`config.mk`:
```
export PLATFORM = sky130hd
export DESIGN_NAME = avr_sram_bridge
export DESIGN_NICKNAME = d
export VERILOG_FILES = /design/src/rtl/avr_sram_bridge.sv
export SDC_FILE = /design/constraint.sdc
export NUM_CORES = 1
export LEC_CHECK = 0
export ABC_AREA = 1
export ABC_CLOCK_PERIOD_IN_PS = 4500
export CORE_MARGIN = 5
export CORE_UTILIZATION = 35
export CTS_BUF_LIST = sky130_fd_sc_hd__clkbuf_8
export CTS_CLUSTER_SIZE = 14
export DETAILED_ROUTE_END_ITERATION = 12
export SYNTH_ARGS = -nofsm -noshare
export SYNTH_HDL_FRONTEND = slang
export SYNTH_SLANG_ARGS = --single-unit
```
`constraint.sdc`:
```
create_clock -name avr_clk -period 4.5 [get_ports avr_clk]
set_input_delay 0.9 -clock avr_clk [delete_from_list [all_inputs] [get_ports avr_clk]]
set_output_delay 0.9 -clock avr_clk [all_outputs]
set_load 0.02 [all_outputs]
```
`src/rtl/avr_sram_bridge.sv`:
```
// AVR-to-SRAM bridge.
// A serial port shifts in the SRAM address and a command port launches single
// read or write accesses with programmable strobe wait states. Every SRAM-side
// output comes straight from a flop. The data bus is split, and tri-stating
// happens one level up using sram_data_oe.

module avr_sram_bridge #(
  parameter int ADDR_WIDTH  = 21,
  parameter int DATA_WIDTH  = 8,
  parameter int WAIT_STATES = 1
) (
  input  logic                  avr_clk,
  input  logic                  avr_reset,
  input  logic                  avr_si,
  input  logic                  avr_sreg_en,
  input  logic [2:0]            avr_ctrl,
  input  logic                  avr_strobe,
  input  logic [DATA_WIDTH-1:0] avr_wdata,
  output logic [DATA_WIDTH-1:0] avr_rdata,
  output logic                  avr_rvalid,
  output logic                  avr_busy,
  output logic [ADDR_WIDTH-1:0] sram_addr,
  output logic [DATA_WIDTH-1:0] sram_data_out,
  input  logic [DATA_WIDTH-1:0] sram_data_in,
  output logic                  sram_data_oe,
  output logic                  sram_ce_n,
  output logic                  sram_oe_n,
  output logic                  sram_we_n
);

  // Bus FSM states
  localparam logic [1:0] ST_IDLE   = 2'd0;
  localparam logic [1:0] ST_SETUP  = 2'd1;
  localparam logic [1:0] ST_STROBE = 2'd2;
  localparam logic [1:0] ST_HOLD   = 2'd3;

  // Command codes; code 7 is reserved and falls through as a NOP
  localparam logic [2:0] CMD_NOP       = 3'd0;
  localparam logic [2:0] CMD_READ      = 3'd1;
  localparam logic [2:0] CMD_WRITE     = 3'd2;
  localparam logic [2:0] CMD_READ_INC  = 3'd3;
  localparam logic [2:0] CMD_WRITE_INC = 3'd4;
  localparam logic [2:0] CMD_ADDR_INC  = 3'd5;
  localparam logic [2:0] CMD_ADDR_CLR  = 3'd6;

  // The strobe counter runs from WAIT_STATES down to zero (WAIT_STATES+1 cycles)
  localparam logic [3:0]            WAIT_INIT = 4'(WAIT_STATES);
  localparam logic [ADDR_WIDTH-1:0] ADDR_ZERO = {ADDR_WIDTH{1'b0}};
  localparam logic [ADDR_WIDTH-1:0] ADDR_ONE  = {{(ADDR_WIDTH-1){1'b0}}, 1'b1};
  localparam logic [DATA_WIDTH-1:0] DATA_ZERO = {DATA_WIDTH{1'b0}};

  logic [1:0]            state_r;
  logic [3:0]            wait_cnt_r;
  logic                  is_write_r;
  logic                  is_inc_r;
  logic [ADDR_WIDTH-1:0] addr_r;
  logic [DATA_WIDTH-1:0] data_out_r;
  logic [DATA_WIDTH-1:0] rdata_r;
  logic                  rvalid_r;
  logic                  busy_r;
  logic                  data_oe_r;
  logic                  ce_n_r;
  logic                  oe_n_r;
  logic                  we_n_r;

  logic idle_s;
  logic shift_s;
  logic accept_s;
  logic strobe_last_s;
  logic hold_s;
  logic acc_s;
  logic acc_write_s;
  logic acc_inc_s;
  logic cmd_inc_s;
  logic cmd_clr_s;

  // A shift request in IDLE takes priority over a command in the same cycle
  assign idle_s        = (state_r == ST_IDLE);
  assign shift_s       = idle_s && avr_sreg_en;
  assign accept_s      = idle_s && avr_strobe && !avr_sreg_en;
  assign strobe_last_s = (state_r == ST_STROBE) && (wait_cnt_r == 4'd0);
  assign hold_s        = (state_r == ST_HOLD);

  // Decode an accepted command into access or address-only actions
  always_comb begin
    acc_s       = 1'b0;
    acc_write_s = 1'b0;
    acc_inc_s   = 1'b0;
    cmd_inc_s   = 1'b0;
    cmd_clr_s   = 1'b0;
    if (accept_s) begin
      case (avr_ctrl)
        CMD_NOP: begin
          acc_s = 1'b0;
        end
        CMD_READ: begin
          acc_s = 1'b1;
        end
        CMD_WRITE: begin
          acc_s       = 1'b1;
          acc_write_s = 1'b1;
        end
        CMD_READ_INC: begin
          acc_s     = 1'b1;
          acc_inc_s = 1'b1;
        end
        CMD_WRITE_INC: begin
          acc_s       = 1'b1;
          acc_write_s = 1'b1;
          acc_inc_s   = 1'b1;
        end
        CMD_ADDR_INC: begin
          cmd_inc_s = 1'b1;
        end
        CMD_ADDR_CLR: begin
          cmd_clr_s = 1'b1;
        end
        default: begin
          acc_s = 1'b0;
        end
      endcase
    end else begin
      acc_s = 1'b0;
    end
  end

  // Bus FSM sequencing and the strobe wait counter
  always_ff @(posedge avr_clk) begin
    if (avr_reset) begin
      state_r    <= ST_IDLE;
      wait_cnt_r <= 4'd0;
      is_write_r <= 1'b0;
      is_inc_r   <= 1'b0;
    end else begin
      case (state_r)
        ST_IDLE: begin
          if (acc_s) begin
            state_r    <= ST_SETUP;
            is_write_r <= acc_write_s;
            is_inc_r   <= acc_inc_s;
          end else begin
            state_r <= ST_IDLE;
          end
        end
        ST_SETUP: begin
          state_r    <= ST_STROBE;
          wait_cnt_r <= WAIT_INIT;
        end
        ST_STROBE: begin
          if (wait_cnt_r == 4'd0) begin
            state_r <= ST_HOLD;
          end else begin
            wait_cnt_r <= wait_cnt_r - 4'd1;
          end
        end
        ST_HOLD: begin
          state_r <= ST_IDLE;
        end
        default: begin
          state_r <= ST_IDLE;
        end
      endcase
    end
  end

  // Address register: serial shift, explicit inc/clear, post-access increment (wraps)
  always_ff @(posedge avr_clk) begin
    if (avr_reset) begin
      addr_r <= ADDR_ZERO;
    end else if (shift_s) begin
      addr_r <= {addr_r[ADDR_WIDTH-2:0], avr_si};
    end else if (cmd_inc_s) begin
      addr_r <= addr_r + ADDR_ONE;
    end else if (cmd_clr_s) begin
      addr_r <= ADDR_ZERO;
    end else if (hold_s && is_inc_r) begin
      addr_r <= addr_r + ADDR_ONE;
    end else begin
      addr_r <= addr_r;
    end
  end

  // SRAM control strobes, write data and busy, all timed from the FSM edges
  always_ff @(posedge avr_clk) begin
    if (avr_reset) begin
      data_out_r <= DATA_ZERO;
      ce_n_r     <= 1'b1;
      oe_n_r     <= 1'b1;
      we_n_r     <= 1'b1;
      data_oe_r  <= 1'b0;
      busy_r     <= 1'b0;
    end else if (acc_s) begin
      data_out_r <= avr_wdata;
      ce_n_r     <= 1'b0;
      oe_n_r     <= acc_write_s;
      we_n_r     <= 1'b1;
      data_oe_r  <= acc_write_s;
      busy_r     <= 1'b1;
    end else if ((state_r == ST_SETUP) && is_write_r) begin
      we_n_r <= 1'b0;
    end else if (strobe_last_s) begin
      we_n_r <= 1'b1;
      oe_n_r <= 1'b1;
    end else if (hold_s) begin
      ce_n_r    <= 1'b1;
      data_oe_r <= 1'b0;
      busy_r    <= 1'b0;
    end else begin
      busy_r <= busy_r;
    end
  end

  // Read capture at the end of the strobe phase; rvalid marks the HOLD cycle
  always_ff @(posedge avr_clk) begin
    if (avr_reset) begin
      rdata_r  <= DATA_ZERO;
      rvalid_r <= 1'b0;
    end else if (strobe_last_s && !is_write_r) begin
      rdata_r  <= sram_data_in;
      rvalid_r <= 1'b1;
    end else begin
      rvalid_r <= 1'b0;
    end
  end

  assign avr_rdata     = rdata_r;
  assign avr_rvalid    = rvalid_r;
  assign avr_busy      = busy_r;
  assign sram_addr     = addr_r;
  assign sram_data_out = data_out_r;
  assign sram_data_oe  = data_oe_r;
  assign sram_ce_n     = ce_n_r;
  assign sram_oe_n     = oe_n_r;
  assign sram_we_n     = we_n_r;

  avr_sram_bridge_chk u_chk (
    .clk     (avr_clk),
    .reset   (avr_reset),
    .busy    (busy_r),
    .data_oe (data_oe_r),
    .ce_n    (ce_n_r),
    .oe_n    (oe_n_r),
    .we_n    (we_n_r)
  );

endmodule

// Bus-protocol invariants for the bridge's SRAM interface.
module avr_sram_bridge_chk (
  input logic clk,
  input logic reset,
  input logic busy,
  input logic data_oe,
  input logic ce_n,
  input logic oe_n,
  input logic we_n
);

  // Write and output enables must never overlap
  a_we_oe_excl : assert property (@(posedge clk) disable iff (reset) !(!we_n && !oe_n));

  // The bridge must not drive the bus while the SRAM is driving it
  a_no_contention : assert property (@(posedge clk) disable iff (reset) !(data_oe && !oe_n));

  // An idle bridge leaves every SRAM strobe deasserted
  a_idle_quiet : assert property (@(posedge clk) disable iff (reset)
                                  !busy |-> (ce_n && oe_n && we_n && !data_oe));

endmodule

```
== After elaboration in Yosys (flattened, before gate mapping) ==
Cells that the tools add are included.
Widths: inputs -> output; s select.
Word-level totals
  ROM bits: 0
  bits of input ports: 24
  latch bits: 0
  flip-flop bits (word level): 51
  bits in writable memories: 0
  logic and storage cells: 85
  memories: 0
Cells by class
  order comparisons: 0
  divide/modulo/power cells: 0
  muxes and demuxes: 33
  add/sub/neg operators: 2
  bitwise operators: 0
  shift-type cells: 0
  $mul: 0
  reductions and logical operators: 24
  equality and inequality tests: 13
Operators with widths (count)
  $mux 21: 4
  $mux 1: 25
  $add 21x1->21 const B: 1
  $eq 3x3->1 const B: 3
  $pmux 2 s4: 1
  $pmux 4 s2: 1
  $reduce_bool 2->1: 4
  $logic_and 1x1->1: 7
  $eq 3x2->1 const B: 2
  $reduce_and 2->1: 3
  $reduce_or 2->1: 3
  $eq 2x2->1 const B: 2
  $logic_not 4->1: 1
  $mux 4: 1
  $ne 2x1->1 const B: 2
  $ne 2x2->1 const B: 2
  $reduce_bool 4->1: 1
  $reduce_or 4->1: 1
  $sub 4x1->4 const B: 1
  $eq 3x1->1 const B: 1
  $reduce_and 3->1: 1
  $eq 2x1->1 const B: 1
  $logic_not 1->1: 2
  $logic_not 2->1: 1
  $mux 2: 1

== Depth between registers and ports, before layout ==
  depth after elaboration: 7
  mapped depth: 10

== Least setup slack after synthesis ==
Ideal clock, no wire load.
  path kind: input to register
  from: input port avr_strobe
  to: register addr_r[5] (netlist: sram_addr[5])
  data required time: 4.383 ns
  stages: 7
  data arrival time: 1.630 ns
  path slack: 2.753 ns
  cell sequence: nand2_1 -> nor2_4 -> a21oi_2 -> nand2_2 -> buf_6 -> o21ai_0 -> nor2_1
On the way
  cells in the longest elaborated chain, start to end: 6
Ends and longest elaborated chain
  start: declaration: RTL line 17  | input logic avr_strobe,
  $logic_and 1x1->1 * (2 in a row): RTL line 80  | assign accept_s = idle_s && avr_strobe && !avr_sreg_en;
  $mux 1: RTL line 91  | if (accept_s) begin
  $mux 21: RTL line 174  | end else if (cmd_clr_s) begin
  $mux 21: RTL line 172  | end else if (cmd_inc_s) begin
  $mux 21: RTL line 170  | end else if (shift_s) begin
  end signal: assignment: RTL line 171  | addr_r <= {addr_r[ADDR_WIDTH-2:0], avr_si};
  end signal: assignment: RTL line 173  | addr_r <= addr_r + ADDR_ONE;
  end signal: assignment: RTL line 177  | addr_r <= addr_r + ADDR_ONE;
  end: declaration: RTL line 56  | logic [ADDR_WIDTH-1:0] addr_r;
Mark *: on every way between the ends. The rest lies on a longest branch, timed or not.
A chain may end at the register's enable or synchronous reset.

==> qor.txt <==
status: complete, no violations
post-synthesis area per instance: 6.68 um2
Setup Buffers After CTS: 0
max-capacitance violation count: 0
Arr. time, crit path: 2910 ps
die height: 101 um
Top FF cell, synth: dfxtp_1
Max VDD drop: 0.173 mV
Internal Power: 1.02 mW
vias: 2864
hold buffers post-CTS: 0
WS Path Type: in -> reg
num rows: 33
Worst Skew: 6.11 ps
post-synthesis mux area share: 0
Die W: 101 um
port buffer count: 66
num ports: 67
Final Hold Viols: 0
vias per inst: 4.81
Ys Warns: 0
Num Clock Sinks: 51
CP startpoint kind: primary input
Layout Nets: 520
main combinational cell family by area after synthesis: simple AND/OR/NAND/NOR gates
dpl hpwl: 5360 um
H-tree Lvls: 2
drt total wl: 7290 um
Clk Latency, worst-skew pair: 310 ps
post_cts resized: 0
worst reg2reg path depth: 8
Post-synth ARST share: 0
largest net degree at the start of global routing: 37
vias in the first global route: 2819
Post-Syn Area: 2870 um2
clock transition at the registers of the reported paths: 110 ps
post-synthesis compound-gate area fraction: 0.176
drt first pass iters: 4
most common cell in the netlist: nand2_1
period utilisation layout: 0.592
gr ovfl total: 0
drt drc: 0
die area: 10100 um2
crit end category: flip-flop
Mapped Nets: 460
achievable frequency: 376 MHz
sequential power share: 0.374
post-route minimum period: 2660 ps
Post-Synth XOR/XNOR Area: 0.0183
CP Max Fanout: 36
Max transition margin: 0.326
Yosys top cell area share: 0.356
Routed Antenna Nets: 0
Fin Setup TNS: 0 ps
synthesis-to-finish area growth: 27.1%
CTS tree: built
P_leak: 1.45 nW
Netlist cell types: 32
gp weighted congestion: 0.850
first-pass GRT wire length: 12700 um
routed len/inst: 12.2 um
Sw Share: 0.441
PwrDens: 499 nW/um2
clk root buf: clkbuf_8
slew of the pin with the lowest slew margin: 1010 ps
initial drt markers: 83
# fillers: 888
post-layout worst setup margin: 1840 ps
layout cells sized above 1: 0.0612
Adder-Cell Fraction of Synth Area: 0.0305
commonest cells in the netlist: nand2_1, nor2_1, dfxtp_1, a21oi_1, inv_1
worst hold path type: reg -> reg
Post-synth EDFFs: 0
starting density of the core: 0.354
Comb power frac: 0.468
Psw: 802 uW
ANT cells: 0
# setup viols final: 0
Slew Limit Fails: 0
RSZ-0062 raised after global routing: no
register area share after synthesis: 0.356
GRT Total Usage: 0.150
Max Root-Sink Buffers: 2
hold depth: 2
Clock power frac: 0.158
Yosys reg bits: 51
initial antenna violation count: 0
Post-Synth Simple-Gate Area: 0.309
Critical Path RT: 4750 ps
largest area contributor in the netlist: dfxtp_1
synth top area cells: dfxtp_1, nand2_1, a21oi_1
Syn Inst Count: 429
pre-CTS WS: 1480 ps
Core ar.: 8090 um2
CTS buffer count: 5
[cells in the final DEF (no fill, tap or decap), drive strengths merged, types with 6 or more instances in the layout]
cell and n:
nand2 113, clkdlybuf4s50 66, nor2 57, inv 54
dfxtp 51, a21oi 49, o21ai 43, nand3 25
ha 7, nand4 6
[path summary, 6_finish.rpt]
kind                                  start                          to  slack, ps
setup / recovery                  avr_reset  wait_cnt_r[0]$_SDFFE_PP0P_       1840
hold / removal    avr_rdata[5]$_SDFFE_PP0P_   avr_rdata[5]$_SDFFE_PP0P_        450
setup reg to reg    state_r[0]$_SDFFE_PP0P_   sram_addr[7]$_SDFFE_PP0P_       2600
hold reg to reg   avr_rdata[5]$_SDFFE_PP0P_   avr_rdata[5]$_SDFFE_PP0P_        450
[stage by stage]
| step | hold slack, ps | cells | instance area, um2 | utilization | power, mW |
|---|---|---|---|---|---|
| finish | 452 | 595 | 3640 | 0.450 | 1.82 |
| global route | 473 | 595 | 3640 | 0.450 | 1.97 |
| CTS | 455 | 595 | 3640 | 0.450 | 1.84 |
| detailed placement | 439 | 587 | 3550 | 0.439 | 1.55 |
| global placement | 438 | 587 | 3550 | 0.439 | 1.54 |
| floorplan | 439 | 429 | 2870 | - | 1.28 |
[power groups by stage]
stage               Clock [mW]  Sequential [mW]  Combinational, mW
detailed placement           0            0.690              0.857
global placement             0            0.688              0.847
global route             0.317            0.701              0.953
finish                   0.288            0.680              0.850
CTS                      0.302            0.681              0.861
floorplan                    0            0.761              0.514
[critical path: stages]
cell	delay [ps]
clkdlybuf4s50_1	680
inv_1	880
o21ai_0	240
a31oi_1	200
[registers in the layout, summed over array words and instances, names as in the netlist]
signal and cells:
state_r 2, avr_rvalid 1, wait_cnt_r 4, sram_oe_n 1, is_inc_r 1, avr_rdata 8
sram_data_out 8, sram_we_n 1, is_write_r 1, avr_busy 1, sram_addr 21, sram_ce_n 1
sram_data_oe 1
[layout make-up]
class / count / area, um2 / share of cell area
clock inverter: 3 / 26.3 / 0.00721
tap: 105 / 131 / 0.0360
clock buffer: 5 / 68.8 / 0.0189
timing repair buffer: 67 / 668 / 0.183
multi-input combinational: 312 / 1530 / 0.420
sequential: 51 / 1020 / 0.280
inverter: 52 / 198 / 0.0542
[cells by family (layout without fill, tap and decap cells)]
family                   count (synthesis)  after routing
flip-flops                              51             51
AND/OR/NAND/NOR                        204            204
XOR/XNOR                                 6              6
buffers and inverters                   66            127
adder cells (fa/ha/maj)                  7              7
AO/OA/AOI/OAI                           95             95
[routing by layer]
metal / part of all wire / GRT usage / vias up
li1: - / - / 1493
met3: 0.065 / 0.0422 / 11
met1: 0.45 / 0.182 / 1291
met2: 0.46 / 0.256 / 69
met5: 0 / 0 / -
met4: 0.016 / 0.0508 / 0
No activity file was read; power rests on OpenSTA's default activity.
